File: src/rtl/snes_pkg.sv
// Shared types and constants for the SNES controller input scanner.
package snes_pkg;

  localparam int NUM_BTNS = 12;

  localparam int BTN_B      = 11;
  localparam int BTN_Y      = 10;
  localparam int BTN_SELECT = 9;
  localparam int BTN_START  = 8;
  localparam int BTN_UP     = 7;
  localparam int BTN_DOWN   = 6;
  localparam int BTN_LEFT   = 5;
  localparam int BTN_RIGHT  = 4;
  localparam int BTN_A      = 3;
  localparam int BTN_X      = 2;
  localparam int BTN_L      = 1;
  localparam int BTN_R      = 0;

  typedef enum logic [2:0] {
    IDLE    = 3'd0,
    REQ     = 3'd1,
    WAIT    = 3'd2,
    CAPTURE = 3'd3,
    FILTER  = 3'd4
  } state_t;

  // Counter width able to hold 0..n-1, never narrower than one bit.
  function automatic int cnt_width(input int n);
    return (n > 1) ? $clog2(n) : 1;
  endfunction

endpackage

File: src/rtl/snes_debounce_bit.sv
// One-button debouncer: the stable state flips only after DEBOUNCE_N
// consecutive differing samples, each sample arriving on an update strobe.
module snes_debounce_bit
  import snes_pkg::*;
#(
  parameter int DEBOUNCE_N = 3
) (
  input  logic clk_166MHz,
  input  logic rst_n,
  input  logic i_sample,
  input  logic i_update,
  output logic o_state,
  output logic o_rise,
  output logic o_fall
);

  localparam int CW = cnt_width(DEBOUNCE_N);

  logic [CW-1:0] r_cnt;
  logic          r_state;
  logic          w_toggle;

  assign w_toggle = i_update && (i_sample != r_state) && (r_cnt == CW'(DEBOUNCE_N - 1));

  always_ff @(posedge clk_166MHz or negedge rst_n) begin
    if (!rst_n) begin
      r_cnt   <= '0;
      r_state <= 1'b0;
    end else if (i_update) begin
      if (i_sample == r_state) begin
        r_cnt <= '0;
      end else if (w_toggle) begin
        r_state <= ~r_state;
        r_cnt   <= '0;
      end else begin
        r_cnt <= r_cnt + CW'(1);
      end
    end
  end

  // Edge outputs are combinational so the event registers catch them on the same edge.
  assign o_state = r_state;
  assign o_rise  = w_toggle & ~r_state;
  assign o_fall  = w_toggle & r_state;

endmodule

File: src/rtl/snes_input_scanner.sv
// Periodic SNES reader poller: start/finish sequencing with timeout, per-button
// debounce, and press/release event bundles delivered over valid/ready.
module snes_input_scanner
  import snes_pkg::*;
#(
  parameter int POLL_CYCLES    = 2767000,
  parameter int TIMEOUT_CYCLES = 256,
  parameter int DEBOUNCE_N     = 3,
  parameter bit RAW_ACTIVE_LOW = 1'b1
) (
  input  logic                clk_166MHz,
  input  logic                rst_n,
  input  logic                enable,
  output logic                snes_start,
  input  logic                snes_finish,
  input  logic [NUM_BTNS-1:0] btn_raw,
  output logic [NUM_BTNS-1:0] btn_state,
  output logic [NUM_BTNS-1:0] btn_press,
  output logic [NUM_BTNS-1:0] btn_release,
  output logic                evt_valid,
  input  logic                evt_ready,
  output logic                timeout_err,
  output logic [7:0]          err_count,
  output state_t              dbg_state
);

  localparam int PW = cnt_width(POLL_CYCLES);
  localparam int TW = cnt_width(TIMEOUT_CYCLES);
  localparam logic [PW-1:0] PERIOD_LAST = PW'(POLL_CYCLES - 1);
  localparam logic [TW-1:0] TO_LAST     = TW'(TIMEOUT_CYCLES - 2);

  state_t              r_state;
  logic [PW-1:0]       r_period;
  logic [TW-1:0]       r_to;
  logic                r_start;
  logic                r_timeout;
  logic [7:0]          r_err;
  logic [NUM_BTNS-1:0] r_sample;
  logic [NUM_BTNS-1:0] r_press;
  logic [NUM_BTNS-1:0] r_release;
  logic                r_valid;

  logic                w_update;
  logic                w_accept;
  logic [NUM_BTNS-1:0] w_state;
  logic [NUM_BTNS-1:0] w_rise;
  logic [NUM_BTNS-1:0] w_fall;

  assign w_update = (r_state == FILTER);

  // The period counter free-runs through the whole poll so starts stay on a
  // fixed grid; it parks at its last value if a poll is still in flight.
  always_ff @(posedge clk_166MHz or negedge rst_n) begin
    if (!rst_n) begin
      r_period <= '0;
    end else if (!enable) begin
      r_period <= '0;
    end else if (r_period == PERIOD_LAST) begin
      if (r_state == IDLE) r_period <= '0;
    end else begin
      r_period <= r_period + PW'(1);
    end
  end

  always_ff @(posedge clk_166MHz or negedge rst_n) begin
    if (!rst_n) begin
      r_state   <= IDLE;
      r_to      <= '0;
      r_start   <= 1'b0;
      r_timeout <= 1'b0;
      r_err     <= 8'd0;
      r_sample  <= '0;
    end else begin
      r_start   <= 1'b0;
      r_timeout <= 1'b0;
      case (r_state)
        IDLE: begin
          if (enable && (r_period == PERIOD_LAST)) begin
            r_state <= REQ;
            r_start <= 1'b1;
          end
        end
        REQ: begin
          r_to    <= '0;
          r_state <= WAIT;
        end
        WAIT: begin
          if (snes_finish) begin
            r_state <= CAPTURE;
          end else if (r_to == TO_LAST) begin
            // Pulse lands exactly TIMEOUT_CYCLES after the start cycle.
            r_to      <= r_to + TW'(1);
            r_timeout <= 1'b1;
            if (r_err != 8'hFF) r_err <= r_err + 8'd1;
            r_state   <= IDLE;
          end else begin
            r_to <= r_to + TW'(1);
          end
        end
        CAPTURE: begin
          r_sample <= RAW_ACTIVE_LOW ? ~btn_raw : btn_raw;
          r_state  <= FILTER;
        end
        FILTER: begin
          r_state <= IDLE;
        end
        default: begin
          r_state <= IDLE;
        end
      endcase
    end
  end

  for (genvar g = 0; g < NUM_BTNS; g++) begin : g_btn
    snes_debounce_bit #(
      .DEBOUNCE_N(DEBOUNCE_N)
    ) u_bit (
      .clk_166MHz(clk_166MHz),
      .rst_n     (rst_n),
      .i_sample  (r_sample[g]),
      .i_update  (w_update),
      .o_state   (w_state[g]),
      .o_rise    (w_rise[g]),
      .o_fall    (w_fall[g])
    );
  end

  // Handshake: a bundle transfers on any cycle with evt_valid=1 and evt_ready=1.
  // Until then press/release bits only accumulate (OR); after a transfer they
  // clear, except for bits raised by FILTER on that same edge, which survive
  // and keep evt_valid high. evt_ready has no effect while evt_valid=0.
  assign w_accept = r_valid & evt_ready;

  always_ff @(posedge clk_166MHz or negedge rst_n) begin
    if (!rst_n) begin
      r_press   <= '0;
      r_release <= '0;
      r_valid   <= 1'b0;
    end else begin
      r_press   <= (w_accept ? '0 : r_press) | w_rise;
      r_release <= (w_accept ? '0 : r_release) | w_fall;
      r_valid   <= (r_valid & ~evt_ready) | (|w_rise) | (|w_fall);
    end
  end

  assign snes_start  = r_start;
  assign btn_state   = w_state;
  assign btn_press   = r_press;
  assign btn_release = r_release;
  assign evt_valid   = r_valid;
  assign timeout_err = r_timeout;
  assign err_count   = r_err;
  assign dbg_state   = r_state;

endmodule

File: config.mk
export PLATFORM = sky130hd
export DESIGN_NAME = snes_input_scanner
export DESIGN_NICKNAME = d
export VERILOG_FILES = /design/src/rtl/snes_pkg.sv /design/src/rtl/snes_debounce_bit.sv /design/src/rtl/snes_input_scanner.sv
export SDC_FILE = /design/constraint.sdc
export NUM_CORES = 1
export LEC_CHECK = 0
export BUFFER_PORTS_ARGS = -buffer_cell sky130_fd_sc_hd__buf_2
export CAP_MARGIN = 40
export CORE_MARGIN = 2
export CORE_UTILIZATION = 45
export CTS_BUF_LIST = sky130_fd_sc_hd__clkbuf_16
export CTS_CLUSTER_DIAMETER = 150
export DETAILED_ROUTE_END_ITERATION = 7
export PLACE_DENSITY = 0.61
export SYNTH_ARGS = -nofsm -noshare
export SYNTH_HDL_FRONTEND = slang
export SYNTH_SLANG_ARGS = --single-unit
File: constraint.sdc
create_clock -name clk_166MHz -period 2.9 [get_ports clk_166MHz]
set_input_delay 0.435 -clock clk_166MHz [delete_from_list [all_inputs] [get_ports clk_166MHz]]
set_output_delay 0.435 -clock clk_166MHz [all_outputs]
set_load 0.005 [all_outputs]
After elaboration in Yosys (flattened, before gate mapping). Cells that the tools add are included.

Flip-flop bits (word level): 116. Bits of input ports: 17. Output and inout port bits: 50. Logic and storage cells: 237.

$add $sub $neg: 15. Equality and inequality tests: 47. Muxes and demuxes: 40. Bitwise logic cells: 57. Reductions and logical operators: 44.

Operators by type and width (count): two-way mux 22 bit (3); two-way mux 2 bit (24); AND reduction 3 bit (12); AND 1 bit (26); NOT 1 bit (26); logical AND 1 bit (25); adder 2 x 1 -> 2 bit (second input constant) (12); == test 2 bit (second input constant) (12); two-way mux 12 bit (2); bitwise OR 12 bit (2); OR reduction 12 bit (2); adder 22 x 1 -> 22 bit (second input constant) (1); == test 22 bit (second input constant) (1); adder 8 x 1 -> 8 bit (second input constant) (2); case mux 8 bit (2 select lines) (1); == test 1 bit (12); inequality test 1 bit (12); NOT 12 bit (1); case mux 3 bit (4 select lines) (1); two-way mux 3 bit (3); == test 8 bit (second input constant) (1); two-way mux 8 bit (1); inequality test 8 bit (second input constant) (1); == test 3 x 2 -> 1 bit (second input constant) (2); 11 further kinds (18).

Logic depth before layout (Yosys ltp). Gate-level depths: netlist of run 1.

Word-level depth: 7. Gate-level depth with buffers: 6. Mapped depth without buffers: 6.

Cells and area by module. A second synthesis of run 1 with hierarchy kept.

Cell total of the unflattened synthesis: 494. Area total of the unflattened synthesis: 5381.4 sq um.

Modules (own cells, without submodules): snes_input_scanner (instances 1, cells an instance 326, area an instance 3534.6 sq um, seq. area each 2001.9 sq um); snes_debounce_bit (instances 12, cells an instance 14, area an instance 153.9 sq um, seq. area each 75.1 sq um).

Worst setup path before layout of run 1. OpenSTA, ideal clock, no wires.

Kind: flip-flop to flip-flop. From: register r_period[0]. To: register r_state[0] (netlist: dbg_state[0]). Setup time: 87 ps. Arrival time: 2367 ps. Data required time: 2813 ps. Setup slack: 446 ps. Stages on the path, launching flop included: 7. Path buffers: 1. Period minus slack after synthesis: 2454 ps. Cell sequence: dfrtp_1 -> ha_1 -> or4b_1 -> or4_1 -> buf_2 -> or4_4 -> a211oi_2.

Word-level cells in the longest chain between the ends: 4.

Ends and longest elaborated chain: start: declaration (RTL line snes_input_scanner.sv:33) `logic [PW-1:0] r_period;`; start signal: assignment (RTL line snes_input_scanner.sv:61) `r_period <= r_period + PW'(1);`; == test 22 bit (RTL line snes_input_scanner.sv:78) `if (enable && (r_period == PERIOD_LAST)) begin`; logical AND 1 bit (RTL line snes_input_scanner.sv:78); inequality test 2 x 1 -> 1 bit (no line); AND reduction 2 bit (no line); end signal: assignment (RTL line snes_input_scanner.sv:79) `r_state <= REQ;`; end signal: assignment (RTL line snes_input_scanner.sv:85) `r_state <= WAIT;`; end signal: assignment (RTL line snes_input_scanner.sv:89) `r_state <= CAPTURE;`; end: declaration (RTL line snes_input_scanner.sv:32) `state_t r_state;`.

Every way passes these cells. A chain may end at the register's enable or synchronous reset.

Worst setup path in the final report of run 1. Same ends and word-level chain as after synthesis.

==> metrics.md, run 1 <==
| Metric | Value |
|---|---|
| Routed WL | between 10000 and 15000 um |
| Max-slew headroom | 0.451 |
| Startpoint type of the worst setup path | register |
| Place WS | between 0.2 and 0.25 ns |
| Crit path from | r_period[0] |
| Multi-input logic area | around 0.0023 sq mm |
| Lkg Pwr | between 2 and 3 nW |
| Hold Fails Final Rpt | 0 |
| Fillcell total | around 1000 |
| Drc violations | 0 |
| Number of enable flip-flop cells after synthesis | 0 |
| CTS Root Cell | clkbuf_16 |
| H-tree depth | 4 |
| Layout Area Growth over Synthesis | 19.7% |
| Layout Skew | 0.00666 ns |
| Initial antenna violation count | 0 |
| Worst R2R Setup Slack | 0.20 ns |
| TNS Setup | 0 ns |
| FFs w/ async S/R, synth | 1.00 |
| Io pins | 67 |
| Cts repair resizes | 0 |
| First-pass GRT wire length | 18800 um |
| Worst R2R End | dbg_state[0] |
| Ant. Diodes | 0 |
| Synthesized area | around 0.0054 sq mm |
| Min-delay worst type | in2async |
| Via density | about 5.4 |
| Reg2Reg Depth | 5 |
| Synthesized instance count | about 500 |
| GR Overflow Total | 0 |
| Nets | around 590 |
| Chip Height | 113 um |
| Vias after detailed routing | slightly below 4000 |
| Core box area | 0.0116 sq mm |
| Final Cycle Share | 0.930 |
| Die Width | around 110 um |
| CTS tree | yes |
| Sequential share of power | 0.424 |
| Largest net degree at the start of global routing | 48 |
| CP Class | reg2reg |
| Number of global-route vias before repair | around 3900 |
| Pint | a little under 4 mW |
| Die area | 0.0129 sq mm |
| Worst-path clk slew | about 0.05 ns |
| Max IR drop VDD | between 0.4 and 0.5 mV |
| Top post-synthesis cells by area | dfrtp_1 (54%), xnor2_1 (4.1%), mux2_2 (4.0%) |
| Hold bufs inserted after CTS | 0 |
| # Post-CTS Setup Buffers | 0 |
| Power Total | 5.56 mW |
| Comb power frac | 0.187 |
| Routed WL per cell | 14.9 um |
| Status | completed |
| # port buffers | 66 |
| Post-DRT Antenna Nets | 0 |
| Minimum clock period | 2.70 ns |
| Worst Path Max Fanout | 9 |
| Placer Congestion | roughly 0.76 |
| Met1 usage | 0.252 |
| Power per cell area | 862 mW/mm^2 |
| Worst-Skew Late Latency | 0.42 ns |
| Sw Share | 0.285 |
| Setup ws final | between 0.2 and 0.25 ns |
| Initial Util | 0.466 |
| Crit path DAT | slightly above 3 ns |
| RSZ-0062 raised after global routing | false |
| All-Layer GR Usage | 0.186 |
| Endpoints failing setup | 0 |
| Predominant post-synthesis flop cell | dfrtp_1 |
| Yosys Warn Count | 0 |
| Sequential share of the synthesized area | 0.539 |
| Met2 GRT Util | 0.280 |
| CTS buffer count | 17 |
| 1st-iter DRT viols | between 200 and 250 |
| Share of cells above drive strength 1 | 0.233 |
| Max-capacitance violation count | 0 |
| Slew Viols, Final | 0 |
| CP Data Required Time | 3.23 ns |
| Mapped Nets | roughly 520 |
| Commonest cells in the netlist | dfrtp_1 (116), nand2_1 (51), o21ai_0 (36) |
| Top-count cell post-synth | dfrtp_1 |
| CP Capture Type | register |
| #FFs+latches synth | around 120 |
| Area leader, netlist | dfrtp_1 |
| Worst-margin pin slew | between 0.8 and 0.9 ns |
| DP HPWL | 7160 um |
| Top-area cell type share of the netlist area | 0.539 |
| Pre-antenna DRT Iters | 4 |
| M3 GR Usage | 0.0579 |
| Reg-to-Reg Start | r_period[0] |
| TritonCTS Sinks | about 120 |
| Register area | 0.00290 sq mm |
| Mean Syn Cell Area | roughly 11 sq um |
| Net Sw Power | ~1.6 mW |
| Top achievable clock speed | between 300 and 400 MHz |
| Gr busiest metal | met2 |
| Clock power share | 0.389 |
| Clock Tree Buf Depth | 2 |
| # rows | 39 |
| Synth cell types | 49 |
[routing by layer]
metal  vias to the layer above  wire [um]
met5                         -          0
met1                      1874       5180
met4                         0        230
li1                       1941          -
met2                        64       4960
met3                        19        386
[cell type report]
cell class | count | area share
flip-flops and latches | 116 | 0.450
multi-input cells | 343 | 0.353
repair buffers | 77 | 0.0675
clock buffers | 17 | 0.0659
clock inverters | 15 | 0.0291
well taps | 143 | 0.0277
inverters | 12 | 0.00698
[cells by family (layout without fill, tap and decap cells)]
kind of cell / after synthesis / after routing / synth area share
flops: 116 / 116 / 0.539
fa+ha+maj: 4 / 4 / 0.00929
buf+inv: 43 / 121 / 0.0399
compound gates: 91 / 91 / 0.108
mux: 19 / 19 / 0.0397
simple gates: 194 / 194 / 0.208
xor+xnor: 35 / 35 / 0.0569
[worst max-delay path: stages (launching register included)]
cell,delay (ns)
dfrtp_1,0.42
ha_1,0.27
or4b_1,0.47
or4_1,0.71
or4_4,0.53
a211oi_2,0.21
[state kept, by name, summed over array words and instances, names as in the netlist]
name	cells
r_period	22
g_btn.u_bit.r_cnt	24
timeout_err	1
g_btn.u_bit.o_state	12
btn_release	12
evt_valid	1
btn_press	12
r_sample	12
snes_start	1
r_to	8
err_count	8
dbg_state	3
[metrics by stage]
step	std cells	area, sq um	hold WS (ns)	util
finish	723	6450	0.0195	0.558
global route	723	6450	0.0525	0.558
CTS	723	6450	0.0278	0.558
detailed placement	691	5840	0.462	0.505
global placement	690	5820	0.457	0.504
floorplan	502	5390	0.139	-
[power groups by stage]
stage | combinational [mW] | clock [mW] | sequential, mW
2_1_floorplan | 0.728 | 0 | 2.33
6_report | 1.04 | 2.16 | 2.36
3_3_place_gp | 1.03 | 0 | 2.36
3_5_place_dp | 1.05 | 0 | 2.38
5_1_grt | 1.20 | 2.29 | 2.43
4_1_cts | 1.06 | 2.21 | 2.36
[placed cells by master, fill, tap and decap left out, drive strengths merged, types with 13 or more instances in the layout]
cell,count
nand2b,15
buf,77
xnor2,25
mux2,19
nand2,51
nand3,14
nor2,20
nor3,13
clkbuf,17
inv,13
o21ai,37
dfrtp,116
a22o,14
a21oi,17
[worst max path at each step]
stage	slack, ns	end
after global routing	0.08	dbg_state[0]
after floorplan	0.45	dbg_state[0]
after global placement	0.33	dbg_state[0]
final	0.20	dbg_state[0]
after detailed placement	0.25	dbg_state[0]
after CTS	0.21	dbg_state[0]
Power figures use the tool's default switching activity.
==> run 2, diff against run 1 <==
- CORE_UTILIZATION: 45 -> 53
- PLACE_DENSITY: 0.61 -> 0.71
==> run 2 against run 1 <==
  * Largest power group unchanged
  * Total power fell by 5.9%
  * Maximum frequency up 1.2%
  * Critical path depth unchanged
  * Sequential power hardly changed
  * First-iteration DRC count decreased by 14%
  * Utilization rose by 8.7 points
  * Highest routed layer unchanged
  * Cell count is 1.8% lower
  * Clock power down 14%
==> metrics.md, run 2 (same netlist as run 1, synthesis figures left out) <==
| Metric | Value |
|---|---|
| Min-delay worst type | in2async |
| # port buffers | 66 |
| Worst-Skew Late Latency | around 0.41 ns |
| Levels on crit path | 5 |
| All-Layer GR Usage | 0.214 |
| RSZ-0062 raised after global routing | false |
| # Post-CTS Setup Buffers | 0 |
| Vias after detailed routing | about 4000 |
| CP max stage delay | 0.70 ns |
| Endpoints failing setup | 0 |
| Fin cells | just over 700 |
| Clock Tree Buf Depth | 2 |
| Placer Congestion | ~0.84 |
| Slew Viols, Final | 0 |
| Area after DPL | approximately 0.0058 sq mm |
| Most frequent cells in the layout | dfrtp_1 (116), buf_2 (65), nand2_1 (51) |
| TNS Setup | 0 ns |
| CTS tree | yes |
| TritonCTS Sinks | approximately 120 |
| Cts repair resizes | 0 |
| Largest net degree at the start of global routing | 53 |
| CP Data Required Time | approximately 3.2 ns |
| WHS | around 0.065 ns |
| Core box area | between 0.009 and 0.01 sq mm |
| Routed WL per cell | around 15 um |
| CP Capture Type | register |
| Post-Layout Inst Area | about 0.0063 sq mm |
| Slowest CP cell | or4_1 |
| DP HPWL | just over 7000 um |
| Initial Util | 0.549 |
| Reg2Reg Depth | 5 |
| Worst Path Max Fanout | 9 |
| Die area | about 0.011 sq mm |
| Drc violations | 0 |
| Max FFs per register | 24 |
| CTS buffer count | 17 |
| Top achievable clock speed | 375 MHz |
| Pre-antenna DRT Iters | 4 |
| H-tree depth | 4 |
| Layout Skew | approximately 0.0074 ns |
| Power Total | 5.23 mW |
| CP bufs+invs | 0 |
| Ant. Diodes | 0 |
| Reg-to-Reg Start | r_period[0] |
| Chip Height | 105 um |
| Hold bufs inserted after CTS | 0 |
| Nets | ~590 |
| Max-slew headroom | 0.454 |
| Power per cell area | about 830 mW/mm^2 |
| Io pins | between 60 and 70 |
| GR Overflow Total | 0 |
| Share of cells above drive strength 1 | 0.227 |
| Die Width | ~100 um |
| Startpoint type of the worst setup path | register |
| Worst R2R End | dbg_state[0] |
| Initial antenna violation count | 0 |
| Largest reg by FF count | g_btn.u_bit.r_cnt |
| Max IR drop VDD | 0.340 mV |
| Minimum clock period | roughly 2.7 ns |
| 1st-iter DRT viols | roughly 180 |
| Max-capacitance violation count | 0 |
| CP Class | reg2reg |
| Worst-margin pin slew | a little over 0.8 ns |
| # rows | 36 |
| Commonest non-fill, non-tap cell in the layout | dfrtp_1 |
| Final Cycle Share | 0.919 |
| Status | completed |
| First-pass GRT wire length | roughly 19000 um |
| Crit path max-delay family | simple AND/OR/NAND/NOR gates |
| Layout Area Growth over Synthesis | 17.5% |
| Crit-path cells | ha_1, or4b_1, or4_1, or4_4, a211oi_2 |
| Number of global-route vias before repair | 3985 |
| Worst-path clk slew | 0.05 ns |
| Worst R2R Setup Slack | between 0.2 and 0.25 ns |
| Via density | roughly 5.6 |
| Post-DRT Antenna Nets | 0 |
| Crit path DAT | just under 3 ns |
| CTS Root Cell | clkbuf_16 |
| Hold Fails Final Rpt | 0 |
| Lkg Pwr | 2.94 nW |
| Routed WL | around 11000 um |
| Registers with the most flip-flops | g_btn.u_bit.r_cnt (24), r_period (22) |
| Placed cell count | 679 |
==> run 2: cell types whose count changed in the layout (fill, tap and decap cells not counted) <==
cell / previous run / this run
inv_6: 1 / 0
bufinv_16: 4 / 1
inv_1: 12 / 13
buf_4: 10 / 8
clkinvlp_4: 3 / 1
clkinv_2: 4 / 8
==> run 2: through the flow <==
stage,util,setup slack [ns]
2_1_floorplan,-,0.446
3_3_place_gp,0.590,0.319
3_5_place_dp,0.592,0.255
4_1_cts,0.645,0.232
5_1_grt,0.645,0.0521
6_report,0.645,0.236
==> run 2: layer usage <==
| metal | track usage | vias up | wire length, um |
|---|---|---|---|
| met1 | 0.287 | 1937 | 4980 |
| li1 | - | 1929 | - |
| met5 | 0 | - | 0 |
| met3 | 0.0530 | 7 | 350 |
| met4 | 0.0743 | 0 | 101 |
| met2 | 0.340 | 68 | 5190 |
==> run 2: how the worst max path moves through the flow <==
stage | slack, ns | start | to
2_1_floorplan | 0.45 | r_period[0] | dbg_state[0]
3_3_place_gp | 0.32 | r_period[0] | dbg_state[0]
3_5_place_dp | 0.26 | r_period[0] | dbg_state[0]
4_1_cts | 0.23 | r_period[0] | dbg_state[0]
5_1_grt | 0.05 | r_period[0] | dbg_state[0]
6_report | 0.24 | r_period[0] | dbg_state[0]
==> run 2: where the power goes <==
part / total (mW) / switching (mW) / internal, mW
clock: 1.85 / 0.699 / 1.15
sequential: 2.39 / 0.381 / 2.01
combinational: 0.995 / 0.463 / 0.532
==> run 2: layout make-up <==
cell class | count | area, sq um
inverter | 12 | 45.0
tap | 133 | 166
multi-input combinational | 343 | 2280
clock buffer | 17 | 425
clock inverter | 14 | 97.6
timing repair buffer | 75 | 420
sequential | 116 | 2900
fill | 846 | 3480
